--- config.mk ---
export PLATFORM = sky130hd
export DESIGN_NAME = counter_ctrl_flat
export DESIGN_NICKNAME = d
export VERILOG_FILES = /design/src/rtl/counter_pkg.sv /design/src/rtl/counter_ctrl_if.sv /design/src/rtl/counter_ctrl.sv /design/src/flat_wrapper.sv
export SDC_FILE = /design/constraint.sdc
export NUM_CORES = 1
export LEC_CHECK = 0
export CORE_ASPECT_RATIO = 1.1
export CORE_MARGIN = 4
export CORE_UTILIZATION = 47
export CTS_BUF_LIST = sky130_fd_sc_hd__clkbuf_16
export DETAILED_ROUTE_END_ITERATION = 7
export PLACE_DENSITY = 0.89
export SETUP_SLACK_MARGIN = 0.2
export SYNTH_ARGS = -nofsm -noshare
export SYNTH_HDL_FRONTEND = slang
export SYNTH_SLANG_ARGS = --single-unit
export TNS_END_PERCENT = 1
--- constraint.sdc ---
create_clock -name clk -period 2.8 [get_ports clk]
set_clock_uncertainty 0.1 [all_clocks]
set_input_delay 0.42 -clock clk [delete_from_list [all_inputs] [get_ports clk]]
set_output_delay 0.42 -clock clk [all_outputs]
set_load 0.01 [all_outputs]
--- src/rtl/counter_pkg.sv ---
// Shared definitions for the interval counter and its sequencer: state codes,
// command op codes and the controller FSM encoding.
package counter_pkg;

    localparam logic [7:0] STATE_RESET = 8'd0;
    localparam logic [7:0] STATE_RUN   = 8'd1;
    localparam logic [7:0] STATE_HALT  = 8'd2;

    localparam logic [2:0] OP_CLEAR     = 3'd0;
    localparam logic [2:0] OP_START     = 3'd1;
    localparam logic [2:0] OP_STOP      = 3'd2;
    localparam logic [2:0] OP_SET_INTER = 3'd3;
    localparam logic [2:0] OP_SET_LIMIT = 3'd4;

    typedef enum logic [1:0] {
        StIdle,
        StClr,
        StRun,
        StHalt
    } fsm_e;

    // CLR drives the same code as IDLE so the counter is held cleared.
    function automatic logic [7:0] state_code(input fsm_e s);
        logic [7:0] code;
        code = STATE_RESET;
        case (s)
            StRun:   code = STATE_RUN;
            StHalt:  code = STATE_HALT;
            default: code = STATE_RESET;
        endcase
        return code;
    endfunction

endpackage

--- src/rtl/counter_ctrl_if.sv ---
// Host command handshake into the counter sequencer.
interface counter_ctrl_if;

    logic        cmd_valid;
    logic        cmd_ready;
    logic [2:0]  cmd_op;
    logic [31:0] cmd_data;

    modport master (
        output cmd_valid,
        output cmd_op,
        output cmd_data,
        input  cmd_ready
    );

    modport slave (
        input  cmd_valid,
        input  cmd_op,
        input  cmd_data,
        output cmd_ready
    );

endinterface

--- src/rtl/counter_ctrl.sv ---
// Command-driven sequencer for the interval counter: decodes host commands,
// runs the clear timer and halts the counter when the programmed limit is hit.
module counter_ctrl
    import counter_pkg::*;
#(
    parameter logic [31:0] DEFAULT_INTER = 32'd9,
    parameter int unsigned CLEAR_CYCLES  = 2
) (
    input  logic           clk,
    input  logic           resetn,
    counter_ctrl_if.slave  cmd,
    input  logic [31:0]    count,
    output logic [7:0]     state,
    output logic [31:0]    inter,
    output logic           busy,
    output logic           done,
    output logic           err
);

    localparam int unsigned CntW = (CLEAR_CYCLES > 1) ? $clog2(CLEAR_CYCLES) : 1;
    localparam logic [CntW-1:0] ClrLoad = CntW'(CLEAR_CYCLES - 1);

    fsm_e            fsm_q, fsm_d;
    logic [CntW-1:0] clr_cnt_q, clr_cnt_d;
    logic [31:0]     limit_q, limit_d;
    logic [31:0]     inter_q, inter_d;
    logic            done_q, done_d;
    logic            err_q, err_d;
    logic            ready_q;
    logic [7:0]      state_q;
    logic            busy_q;

    logic accept;
    logic at_limit;

    assign accept   = cmd.cmd_valid & ready_q;
    assign at_limit = (limit_q != 32'd0) && (count >= limit_q);

    always_comb begin
        fsm_d     = fsm_q;
        clr_cnt_d = clr_cnt_q;
        limit_d   = limit_q;
        inter_d   = inter_q;
        done_d    = 1'b0;
        err_d     = 1'b0;

        if (fsm_q == StClr) begin
            if (clr_cnt_q == '0) begin
                fsm_d = StIdle;
            end else begin
                clr_cnt_d = clr_cnt_q - CntW'(1);
            end
        end else begin
            if (fsm_q == StRun && at_limit) begin
                fsm_d  = StHalt;
                done_d = 1'b1;
            end
            // A command arriving with an auto-halt sees fsm_d, i.e. the post-halt state.
            if (accept) begin
                case (cmd.cmd_op)
                    OP_CLEAR: begin
                        fsm_d     = StClr;
                        clr_cnt_d = ClrLoad;
                        done_d    = 1'b0;
                    end
                    OP_START: begin
                        if (fsm_d != StRun) begin
                            if (at_limit) begin
                                err_d = 1'b1;
                            end else begin
                                fsm_d = StRun;
                            end
                        end
                    end
                    OP_STOP: begin
                        if (fsm_d == StRun) begin
                            fsm_d = StHalt;
                        end
                    end
                    OP_SET_INTER: begin
                        if (fsm_d == StRun) begin
                            err_d = 1'b1;
                        end else begin
                            inter_d = cmd.cmd_data;
                        end
                    end
                    OP_SET_LIMIT: begin
                        limit_d = cmd.cmd_data;
                    end
                    default: begin
                        err_d = 1'b1;
                    end
                endcase
            end
        end
    end

    always_ff @(posedge clk or negedge resetn) begin
        if (!resetn) begin
            fsm_q     <= StIdle;
            clr_cnt_q <= '0;
            limit_q   <= 32'd0;
            inter_q   <= DEFAULT_INTER;
            done_q    <= 1'b0;
            err_q     <= 1'b0;
            ready_q   <= 1'b1;
            state_q   <= STATE_RESET;
            busy_q    <= 1'b0;
        end else begin
            fsm_q     <= fsm_d;
            clr_cnt_q <= clr_cnt_d;
            limit_q   <= limit_d;
            inter_q   <= inter_d;
            done_q    <= done_d;
            err_q     <= err_d;
            ready_q   <= (fsm_d != StClr);
            state_q   <= state_code(fsm_d);
            busy_q    <= (fsm_d == StRun);
        end
    end

    assign cmd.cmd_ready = ready_q;
    assign state         = state_q;
    assign inter         = inter_q;
    assign busy          = busy_q;
    assign done          = done_q;
    assign err           = err_q;

endmodule

--- src/flat_wrapper.sv ---
// flat-port wrapper written by rule: the top's interface ports become plain ports
module counter_ctrl_flat import counter_pkg::*;
#(
    parameter logic [31:0] DEFAULT_INTER = 32'd9,
    parameter int unsigned CLEAR_CYCLES  = 2
)
  (clk, resetn, count, state, inter, busy, done, err, cmd_cmd_valid, cmd_cmd_op, cmd_cmd_data, cmd_cmd_ready);
  counter_ctrl_if cmd_i ();
  input  logic clk;
  input  logic resetn;
  input  logic [31:0] count;
  output logic [7:0] state;
  output logic [31:0] inter;
  output logic busy;
  output logic done;
  output logic err;
  input wire logic [$bits(cmd_i.cmd_valid)-1:0] cmd_cmd_valid;
  input wire logic [$bits(cmd_i.cmd_op)-1:0] cmd_cmd_op;
  input wire logic [$bits(cmd_i.cmd_data)-1:0] cmd_cmd_data;
  output wire logic [$bits(cmd_i.cmd_ready)-1:0] cmd_cmd_ready;
  assign cmd_i.cmd_valid = cmd_cmd_valid;
  assign cmd_i.cmd_op = cmd_cmd_op;
  assign cmd_i.cmd_data = cmd_cmd_data;
  assign cmd_cmd_ready = cmd_i.cmd_ready;
  counter_ctrl #(.DEFAULT_INTER(DEFAULT_INTER), .CLEAR_CYCLES(CLEAR_CYCLES)) u_core (.clk(clk), .resetn(resetn), .cmd(cmd_i), .count(count), .state(state), .inter(inter), .busy(busy), .done(done), .err(err));
endmodule
Word level (Yosys, flattened, before mapping)
Index checks and enable logic that the tools add are counted.
- word-level logic and storage cells: 59
- register bits: 73
- $add $sub $neg: 1
- magnitude comparators: 1
- eq/ne operators: 11
- bitwise gates (word level): 3
- reduce and logical (&&, ||, !) cells: 10
- muxes and demuxes: 24
- operators with widths (operator ; count):
    $ge 32x32->1 ; 1
    $reduce_bool 32->1 ; 1
    $mux 2 ; 8
    $mux 1 ; 13
    $eq 2x2->1 const B ; 4
    $eq 3x2->1 const B ; 2
    $pmux 2 s3 ; 1
    $pmux 2 s2 ; 1
    $reduce_and 4->1 ; 1
    $reduce_bool 2->1 ; 2
    $eq 3x1->1 const B ; 1
    $eq 3x3->1 const B ; 1
    $logic_not 3->1 ; 1
    $pmux 1 s3 ; 1
    $reduce_and 3->1 ; 1
    $reduce_or 3->1 ; 1
    $eq 2x1->1 const B ; 1
    $logic_and 1x1->1 ; 2
    $ne 2x1->1 const B ; 1
    $ne 2x2->1 const B ; 1
    $not 1->1 ; 2
    $reduce_and 2->1 ; 1
    $and 1x1->1 ; 1
    $sub 1x1->1 const B ; 1

Logic depth before layout (Yosys ltp)
- depth in word-level cells: 12
- gate-level depth with buffers: 10

Worst setup path before layout
No wires, ideal clock.
- kind: input -> register
- start: in count[14]
- end: reg u_core.inter_q[10] (netlist: u_core.inter[10])
- required time: 2566 ps
- library setup time: 134 ps
- path buffers: 2
- setup slack: 355 ps
- arrival time: 2211 ps
- stages on the path: 9
- path through: ha_1 -> and4_1 -> o211ai_1 -> or4_4 -> a31oi_4 -> or2_1 -> buf_6 -> buf_12 -> o211ai_2
- longest elaborated chain between the ends: 8
- RTL lines (element ; RTL line ; RTL):
    start: declaration ; flat_wrapper.sv:11 ; input logic [31:0] count;
    $ge 32x32->1 ; counter_ctrl.sv:37 ; assign at_limit = (limit_q != 32'd0) && (count >= limit_q);
    $logic_and 1x1->1 ; counter_ctrl.sv:37 ;
    $logic_and 1x1->1 ; counter_ctrl.sv:54 ; if (fsm_q == StRun && at_limit) begin
    $mux 2 ; counter_ctrl.sv:54 ;
    $mux 2 ; counter_ctrl.sv:47 ; if (fsm_q == StClr) begin
    $eq 2x2->1 ; counter_ctrl.sv:81 ; if (fsm_d == StRun) begin
    $not 1->1 (no source line) ; - ;
    $reduce_and 4->1 (no source line) ; - ;
    end signal: assignment ; counter_ctrl.sv:113 ; inter_q <= inter_d;
    end: declaration ; counter_ctrl.sv:26 ; logic [31:0] inter_q, inter_d;
No other way between the ends. The select of a mux whose other input is x is not followed.
A chain may end at the register's enable or synchronous reset.

Final worst setup path
- start: in count[11]
- end: reg u_core.inter_q[3] (netlist: u_core.inter[3])
The elaborated chain is that of the path after synthesis.

==> flow_summary_export.csv <==
group,metric,value,unit
sta,slew_viol_final,0,
grt,gr-total-overflow,0,
drt,drt_iter0_markers,330,
layout,register_area,1810,sq um
die,dieHeight,111,microns
die,core-area,9350,sq um
drt,drcViolationCount,0,
drt,routed_wl,15300,microns
synth,yosys_warnings,0,
worst_setup_path,crit_arrival,2930,ps
layout,nets,667,
die,die_area,11200,sq um
sta,tns,0,ps
worst_setup_path,ff2ff_path_depth,11,
synth,synth-seq-cells,72,
synth,yosysTopAreaCellShare,38.2,%
drt,ant_nets,0,
synth,synth_flop_cell,"dfrtp_1",
grt,first_global_vias,4515,
clocking,clockBufferDepth,2,
synth,syn_area,4510,sq um
drt,viasPerCell,6.37,
power,peakVddDrop,555,uV
clocking,clockRootBuffer,"clkbuf_16",
layout,fillers,599,
sta,post-route-min-period,2790,ps
clocking,htreeDepth,3,
placed_design,dp_hpwl,9930,microns
worst_setup_path,cp_max_fo,8,
placed_design,io_buffers,107,
worst_hold_path,hold_class,"primary input to async pin",
grt,grt_usage,26.0,%
sta,rsz0062_at_grt,"true",
synth,async_flop_share,100,%
power,p_leak,2.84,nW
synth,synth-edff-count,0,
sta,finalSetupViolCount,0,
layout,stdcell_count,687,
sta,maxSlewHeadroom,47.7,%
clocking,clock-sinks,72,
placed_design,post-place-cells,655,
layout,n_antenna_cell,0,
synth,synthTopCellsByArea,"dfrtp_1, ha_1, o211ai_2, mux2_2, o211ai_1",
run,cap_violations,0,
power,powerDensity,1070,nW/um^2
die,chipWidth,101,microns
sta,finalCritPeriodShare,99.5,%
power,power,7.17,mW
sta,max_freq,0.359,GHz
synth,synth_seq_area_share,40.0,%
clocking,cts_made_buffers,9,
layout,multiInputGateArea,2680,sq um
grt,grt_first_pass_wirelength,23300,microns
worst_setup_path,endpoint_kind,"flop",
drt,first_pass_iters,5,
layout,areaGrowthSynthToFinish,48.0,%
drt,routed-via-count,4373,
synth,synth_top_cell_by_area,"dfrtp_1",
worst_setup_path,worst-setup-path-type,"primary input to flop",
synth,synthCells,432,
worst_setup_path,r2r-start,"u_core.limit_q[10]",
clocking,ctsHoldBuffers,0,
sta,tightestPinTransition,784,ps
worst_setup_path,timing.rr.end,"u_core.inter[3]",
sta,finalHoldViolations,0,
sta,fin_hold_ws,59.1,ps
clocking,clkLatencyLatePin,340,ps
grt,grt_max_degree,41,
worst_setup_path,r2r_setup_slack,90,ps
die,io-pin-count,114,
clocking,clk_pin_slew_worst_paths,60,ps
placed_design,gp_congestion,0.915,
synth,synth.avg_cell_area,10.4,sq um
outcome,status,"finished clean",
worst_setup_path,cp.required,2950,ps
drt,post_drt_wl_per_cell,22.2,microns
die,start_util,48.3,%
grt,antenna_found_initial,0,
worst_setup_path,cp-start-kind,"primary input",
synth,synthDistinctLibCells,47,
die,num_rows,37,
layout,drive_gt1_share,28.6,%
clocking,cts_tree,"done",
-- cell usage after synthesis (3+ instances only) --
library cell	instances
or2_1	3
nor4_1	9
buf_12	3
o211ai_1	37
clkbuf_1	16
o211ai_2	30
o21ai_0	7
a21o_1	3
nand4_1	5
dfrtp_1	69
ha_1	32
mux2_2	33
a21oi_1	11
nand2_1	45
dfstp_2	3
a22oi_1	32
nand3_1	4
buf_2	3
buf_4	7
nor2_1	13
inv_1	34
-- registers in the layout, summed over array words and instances (netlist names) --
name                  count
u_core.inter             32
u_core.cmd.cmd_ready      1
u_core.state              2
u_core.limit_q           32
u_core.done               1
u_core.clr_cnt_q          1
u_core.err                1
u_core.fsm_q              2
-- cell type report --
cell class | instances | share of cell area, %
sequential | 72 | 27.0
clock inverter | 7 | 1.65
inverter | 34 | 1.91
timing repair buffer | 149 | 23.7
clock buffer | 9 | 3.37
multi-input combinational | 299 | 40.2
tap | 117 | 2.19
-- kinds of logic after synthesis --
family / share of synthesized area (%)
DFF: 40.0
buffers and inverters: 7.40
AOI/OAI and AO/OA: 25.5
muxes: 8.23
other: 0.0831
and+or+nand+nor: 9.95
adders and majority gates: 8.87
-- routing by layer --
metal | global-route usage (%) | vias up | routed length (microns)
met2 | 44.5 | 262 | 7770
met4 | 10.2 | 0 | 574
li1 | - | 1876 | -
met1 | 31.6 | 2171 | 5770
met3 | 5.35 | 64 | 1150
met5 | 0 | - | 0
-- layout by cell type (no fill, tap or decap), drive strengths merged, types with 2 or more instances in the layout --
cell type / netlist / routed
dlygate4sd2: 0 / 3
ha: 32 / 32
mux2: 33 / 33
inv: 34 / 36
clkdlybuf4s50: 0 / 90
clkinv: 0 / 2
conb: 1 / 6
o21ai: 7 / 7
a221oi: 3 / 3
a21o: 3 / 3
dfstp: 3 / 3
a21oi: 11 / 11
buf: 16 / 43
o211ai: 67 / 67
o21a: 2 / 2
or2: 4 / 4
nand2: 45 / 45
and4: 2 / 2
nor2: 13 / 13
dfrtp: 69 / 69
nand3b: 2 / 2
nand4: 5 / 5
nand3: 4 / 4
bufinv: 0 / 3
a211oi: 2 / 2
nor4: 9 / 9
clkbuf: 16 / 9
dlymetal6s2s: 0 / 13
a22oi: 32 / 32
nor2b: 2 / 2
-- worst max path at each step --
stage,start,end,slack [ps]
2_1_floorplan,count[14],u_core.inter[10],360
3_3_place_gp,count[0],u_core.inter[22],-330
3_5_place_dp,count[30],u_core.inter[18],-400
4_1_cts,count[30],u_core.inter[3],130
5_1_grt,count[11],u_core.inter[3],-30
6_report,count[11],u_core.inter[3],10
-- through the flow --
stage                     util, %  worst slack [ps]  area (sq um)
after floorplan                 -               355          4530
after global placement       61.7              -326          5770
after detailed placement     61.7              -398          5770
after CTS                    68.9               132          6440
after global routing         71.4             -29.8          6680
final                        71.4              13.5          6680
-- critical path: stages --
cell and delay, ps:
clkdlybuf4s50_1 480, ha_4 330, and4_4 210, o211ai_1 110, or4_4 450, a31oi_4 250, buf_6 150, buf_8 120
buf_8 130, o211ai_1 120, o211ai_1 150
-- timing repair --
action,CTS,global route
setup endpoints to repair,37,38
pin swaps,20,32
gates cloned,3,0
setup buffers,10,3
resized for setup,34,40
-- power by group --
group          internal [mW]  total [mW]  switching, mW
registers               1.54        2.00          0.465
clock network          0.864        1.32          0.451
logic                   2.01        3.86           1.84
total                   4.41        7.17           2.76
No activity file was read; power rests on OpenSTA's default activity.
